**config.mk**
```make
export PLATFORM = sky130hd
export DESIGN_NAME = seg_mux_decoder
export DESIGN_NICKNAME = d
export VERILOG_FILES = /design/src/rtl/seg_mux_decoder.sv
export SDC_FILE = /design/constraint.sdc
export NUM_CORES = 1
export LEC_CHECK = 0
export ABC_AREA = 1
export BUFFER_PORTS_ARGS = -buffer_cell sky130_fd_sc_hd__buf_4
export CAP_MARGIN = 20
export CORE_UTILIZATION = 30
export CTS_CLUSTER_DIAMETER = 120
export CTS_CLUSTER_SIZE = 16
export DETAILED_ROUTE_END_ITERATION = 10
export GPL_TIMING_DRIVEN = 0
export SLEW_MARGIN = 20
export SYNTH_ARGS = -nofsm -noshare
export SYNTH_HDL_FRONTEND = slang
export SYNTH_SLANG_ARGS = --single-unit
```
**constraint.sdc**
```tcl
create_clock -name clk -period 1.44 [get_ports clk]
set_input_delay 0.072 -clock clk [delete_from_list [all_inputs] [get_ports clk]]
set_output_delay 0.072 -clock clk [all_outputs]
set_load 0.005 [all_outputs]
```
**src/rtl/seg_mux_decoder.sv**
```systemverilog
// rtl/seg_mux_decoder.sv - debounced decoder for a two-digit multiplexed seven-segment bus.
// Defining SEG_DEC_ERRCNT_EN adds the saturating err_cnt output.
module seg_mux_decoder #(
  parameter int STABLE_CYCLES = 4
) (
  input  logic       clk,
  input  logic       reset,
  input  logic [6:0] seg,
  input  logic       sel,
  output logic [3:0] left,
  output logic [3:0] right,
  output logic       left_vld,
  output logic       right_vld,
  output logic       upd,
  output logic       err
`ifdef SEG_DEC_ERRCNT_EN
  ,
  output logic [7:0] err_cnt
`endif
);

  localparam logic [7:0] STABLE = 8'(STABLE_CYCLES);
  localparam logic [6:0] BLANK  = 7'h7F;

  typedef enum logic {
    ACQ  = 1'b0,
    HOLD = 1'b1
  } state_t;

  state_t     state;
  state_t     state_nxt;

  logic [6:0] s_seg;
  logic       s_sel;
  logic [7:0] cnt;
  logic       changed;
  logic       eval;

  logic       dec_ok;
  logic [3:0] dec_val;

  logic [3:0] left_nxt;
  logic [3:0] right_nxt;
  logic       left_vld_nxt;
  logic       right_vld_nxt;
  logic       upd_nxt;
  logic       err_nxt;

  // The counter compares the incoming sample against the one already held,
  // so it reads 1 right after the first edge of a new pattern.
  assign changed = {sel, seg} != {s_sel, s_seg};
  assign eval    = (state == ACQ) && (cnt == STABLE);

  always_ff @(posedge clk) begin
    if (!reset) begin
      s_seg <= BLANK;
      s_sel <= 1'b0;
      cnt   <= 8'd0;
    end else begin
      s_seg <= seg;
      s_sel <= sel;
      if (changed) begin
        cnt <= 8'd1;
      end else if (cnt != STABLE) begin
        cnt <= cnt + 8'd1;
      end
    end
  end

  always_ff @(posedge clk) begin
    if (!reset) begin
      state <= ACQ;
    end else begin
      state <= state_nxt;
    end
  end

  always_comb begin
    state_nxt = state;
    if (changed) begin
      state_nxt = ACQ;
    end else if (eval) begin
      state_nxt = HOLD;
    end
  end

  always_comb begin
    dec_ok  = 1'b1;
    dec_val = 4'h0;
    case (s_seg)
      7'h01:   dec_val = 4'h0;
      7'h4F:   dec_val = 4'h1;
      7'h12:   dec_val = 4'h2;
      7'h06:   dec_val = 4'h3;
      7'h4C:   dec_val = 4'h4;
      7'h24:   dec_val = 4'h5;
      7'h20:   dec_val = 4'h6;
      7'h0F:   dec_val = 4'h7;
      7'h00:   dec_val = 4'h8;
      7'h0C:   dec_val = 4'h9;
      7'h08:   dec_val = 4'hA;
      7'h60:   dec_val = 4'hB;
      7'h31:   dec_val = 4'hC;
      7'h42:   dec_val = 4'hD;
      7'h30:   dec_val = 4'hE;
      7'h38:   dec_val = 4'hF;
      default: dec_ok  = 1'b0;
    endcase
  end

  // Evaluation acts on the held sample; upd fires only on a visible change.
  always_comb begin
    left_nxt      = left;
    right_nxt     = right;
    left_vld_nxt  = left_vld;
    right_vld_nxt = right_vld;
    upd_nxt       = 1'b0;
    err_nxt       = 1'b0;
    if (eval) begin
      if (dec_ok) begin
        if (s_sel) begin
          upd_nxt       = !right_vld || (right != dec_val);
          right_nxt     = dec_val;
          right_vld_nxt = 1'b1;
        end else begin
          upd_nxt      = !left_vld || (left != dec_val);
          left_nxt     = dec_val;
          left_vld_nxt = 1'b1;
        end
      end else if (s_seg == BLANK) begin
        if (s_sel) begin
          upd_nxt       = right_vld;
          right_vld_nxt = 1'b0;
        end else begin
          upd_nxt      = left_vld;
          left_vld_nxt = 1'b0;
        end
      end else begin
        err_nxt = 1'b1;
      end
    end
  end

  always_ff @(posedge clk) begin
    if (!reset) begin
      left      <= 4'h0;
      right     <= 4'h0;
      left_vld  <= 1'b0;
      right_vld <= 1'b0;
      upd       <= 1'b0;
      err       <= 1'b0;
    end else begin
      left      <= left_nxt;
      right     <= right_nxt;
      left_vld  <= left_vld_nxt;
      right_vld <= right_vld_nxt;
      upd       <= upd_nxt;
      err       <= err_nxt;
    end
  end

`ifdef SEG_DEC_ERRCNT_EN
  always_ff @(posedge clk) begin
    if (!reset) begin
      err_cnt <= 8'd0;
    end else if (err_nxt && (err_cnt != 8'hFF)) begin
      err_cnt <= err_cnt + 8'd1;
    end
  end
`endif

endmodule

```
==> impl_metrics.csv <==
group,metric,value,unit
floorplanning,core.rowCount,27,
global_routing,grt_max_degree,11,
worst_setup_path,r2r-start,"s_seg[2]",
drt,ant_nets,0,
clock_network,clkTransAtPathRegs,0.06,ns
worst_setup_path,startpoint,"s_seg[2]",
final_layout,layout-drive-gt1-share,0.438,
drt,drc,0,
worst_setup_path,cp_data_arrival_time,1.94,ns
timing,setup_viol,21,
timing,max_slew.worst_pin.slew,0.594,ns
run,cap_violations,0,
worst_setup_path,worstSetupEndpointType,"register",
clock_network,cts_inserted_buffers,5,
final_layout,final_nets,342,
synthesis,syn_area_per_cell,6.37,um^2
timing,period_share,1.22,
drt,drtIter0Drc,58,
synthesis,synth_top_area_frac,0.331,
timing,setup_slack,-0.322,ns
final_layout,layout_commonest_cell,"nand2_1",
status,outcome,"finished, violations left",
synthesis,synth_cell_type_count,25,
worst_setup_path,ff2ff_setup_slack,-0.32,ns
worst_setup_path,cp.required,1.62,ns
final_layout,most-common-layout-cells,"66 x nand2_1, 38 x buf_4, 27 x nand2_2",
final_layout,num_antenna_cells,0,
pwr,ir_worst_vdd,0.431,mV
global_routing,grt_pass1_vias,1795,
placement,dpl.hpwl,3130,um
final_layout,fin_area,2640,um^2
global_routing,grt_usage,0.164,
drt,routedWlPerCell,11.6,um
timing,slew_headroom,0.604,
clock_network,cts_root_buf,"clkbuf_8",
clock_network,cts.sinks,29,
drt,wl,4680,um
worst_setup_path,rr_worst_depth,13,
placement,place_area,2020,um^2
floorplanning,fp.dieW,78.4,um
synthesis,netlist_area,1750,um^2
synthesis,synth_top_cell_by_area,"dfxtp_1",
timing,holdWs,0.172,ns
drt,firstDrtPassIters,4,
synthesis,syn-num-nets,287,
worst_setup_path,endpoint,"upd",
timing,maxSlewViolCount,0,
final_layout,area_growth,50.7,%
timing,rsz0062_at_grt,"yes",
min_path,min_path_type,"input port to register",
pwr,power.density,682,nW/um^2
placement,io_buffers,21,
placement,gp_congestion,0.893,
worst_setup_path,path_class,"register to register",
timing,fin_skew,0.00681,ns
floorplanning,dieArea,6150,um^2
drt,vias,1815,
clock_network,cts_max_level,2,
floorplanning,start_util,0.314,
clock_network,cts_tree,"done",
floorplanning,core,5570,um^2
synthesis,synthTopCellsByArea,"dfxtp_1 33%, nand2_1 19%, nor2_1 7.3%",
synthesis,synthCells,275,
status,violations,"negative setup slack",
synthesis,yosys_warnings,0,
pwr,leakagePower,1.20,nW
global_routing,antenna_found_initial,0,
timing,hold_viol_final,0,
global_routing,grt_overflow,0,
floorplanning,io_pins,22,
worst_setup_path,path_max_fanout,6,
timing,fin_crit,1.76,ns
global_routing,grt_pass1_wl,7870,um
clock_network,clk_latency,0.29,ns
timing,clock.fmax,0.568,GHz
floorplanning,die_h,78.4,um
drt,via_per_inst,4.50,
clock_network,clk_path_buf_depth,2,
worst_setup_path,worstReg2RegEnd,"upd",
synthesis,ys_seq_area_frac,0.331,
worst_setup_path,worstSetupStartpointType,"register",
synthesis,ys_seq_elements,29,
-- metal layers --
metal,GRT usage,wire length (um)
met5,0,0
met4,0.0556,64
met3,0.0349,105
met2,0.296,2370
met1,0.191,2140
-- worst max-delay path, cell delays in order, from the launching register on --
cell	delay, ns
dfxtp_4	0.41
inv_4	0.05
nand2_4	0.07
nor2_4	0.05
nand2_2	0.07
nand2_2	0.07
nor2_4	0.14
nand2_4	0.07
nor3_4	0.34
nor2_1	0.12
nand2_1	0.09
nand3_1	0.07
nand2_1	0.08
inv_1	0.04
-- cells by family after synthesis --
group,Yosys count,synth area share
flops,29,0.331
compound gates,16,0.0528
xor+xnor,9,0.0450
buf+inv,41,0.0878
fa+ha+maj,2,0.0143
simple gates,178,0.469
-- registers in the layout, indices dropped and copies added, names as in the netlist, 4 cells and up --
name / count
left: 4
s_seg: 7
right: 4
cnt: 8
-- report_power, final --
part           switching (W)  internal [W]  leakage, nW  total, W
combinational       0.000115     0.0000957        0.906  0.000211
clock               0.000325      0.000431       0.0542  0.000756
sequential         0.0000248      0.000810        0.238  0.000835
-- worst min path at each step --
stage	startpoint	to	slack, ns	depth (start not counted)
2_1_floorplan	sel	s_sel	0.17	2
3_3_place_gp	seg[0]	s_seg[0]	0.27	3
3_5_place_dp	seg[6]	s_seg[6]	0.27	3
4_1_cts	reset	s_seg[3]	0.12	3
5_1_grt	reset	s_seg[3]	0.21	3
6_report	reset	s_seg[3]	0.17	3
-- synthesized netlist by cell type --
cell type  instances
nand3_1           22
nand3b_1           1
xor2_1             6
a21oi_1           14
o211ai_1           1
nor2_1            34
nand2_4            1
or2_1              1
clkbuf_1           2
or2_2              5
xnor2_1            3
nor4_4             1
nor3_4             1
dfxtp_1           29
inv_2              8
a2111oi_2          1
nor3_1             4
ha_1               2
nand2_1           88
nand4_1            4
inv_1             31
nand3b_2           1
nor2_4             2
nand2_2            9
nor2_2             4
-- cell type report --
cell class	instances	area [um^2]
Clock buffer	7	96.3
Tap cell	72	90.1
Buffer	2	7.51
Multi-Input combinational cell	205	1280
Inverter	39	164
Sequential cell	29	613
Fill cell	571	2930
Clock inverter	1	5.00
Timing Repair Buffer	48	388
-- per-stage QoR --
stage	setup slack [ns]	power, W	TNS, ns	utilization	cells
floorplan	-0.127	0.000942	-0.982	-	275
global route	-0.462	0.00188	-6.77	0.474	403
CTS	-0.265	0.00179	-4.10	0.439	397
finish	-0.322	0.00180	-4.11	0.474	403
global placement	-0.372	0.000988	-5.99	0.363	368
detailed placement	-0.389	0.000990	-6.30	0.363	368
-- repair_timing --
item / CTS / global route
hold endpoints to repair: 8 / 0
buffers inserted: 13 / 6
resized for setup: 44 / 44
setup endpoints to repair: 21 / 21
pin swaps: 27 / 16
hold buffers: 8 / 0
No activity file was read; power rests on OpenSTA's default activity.
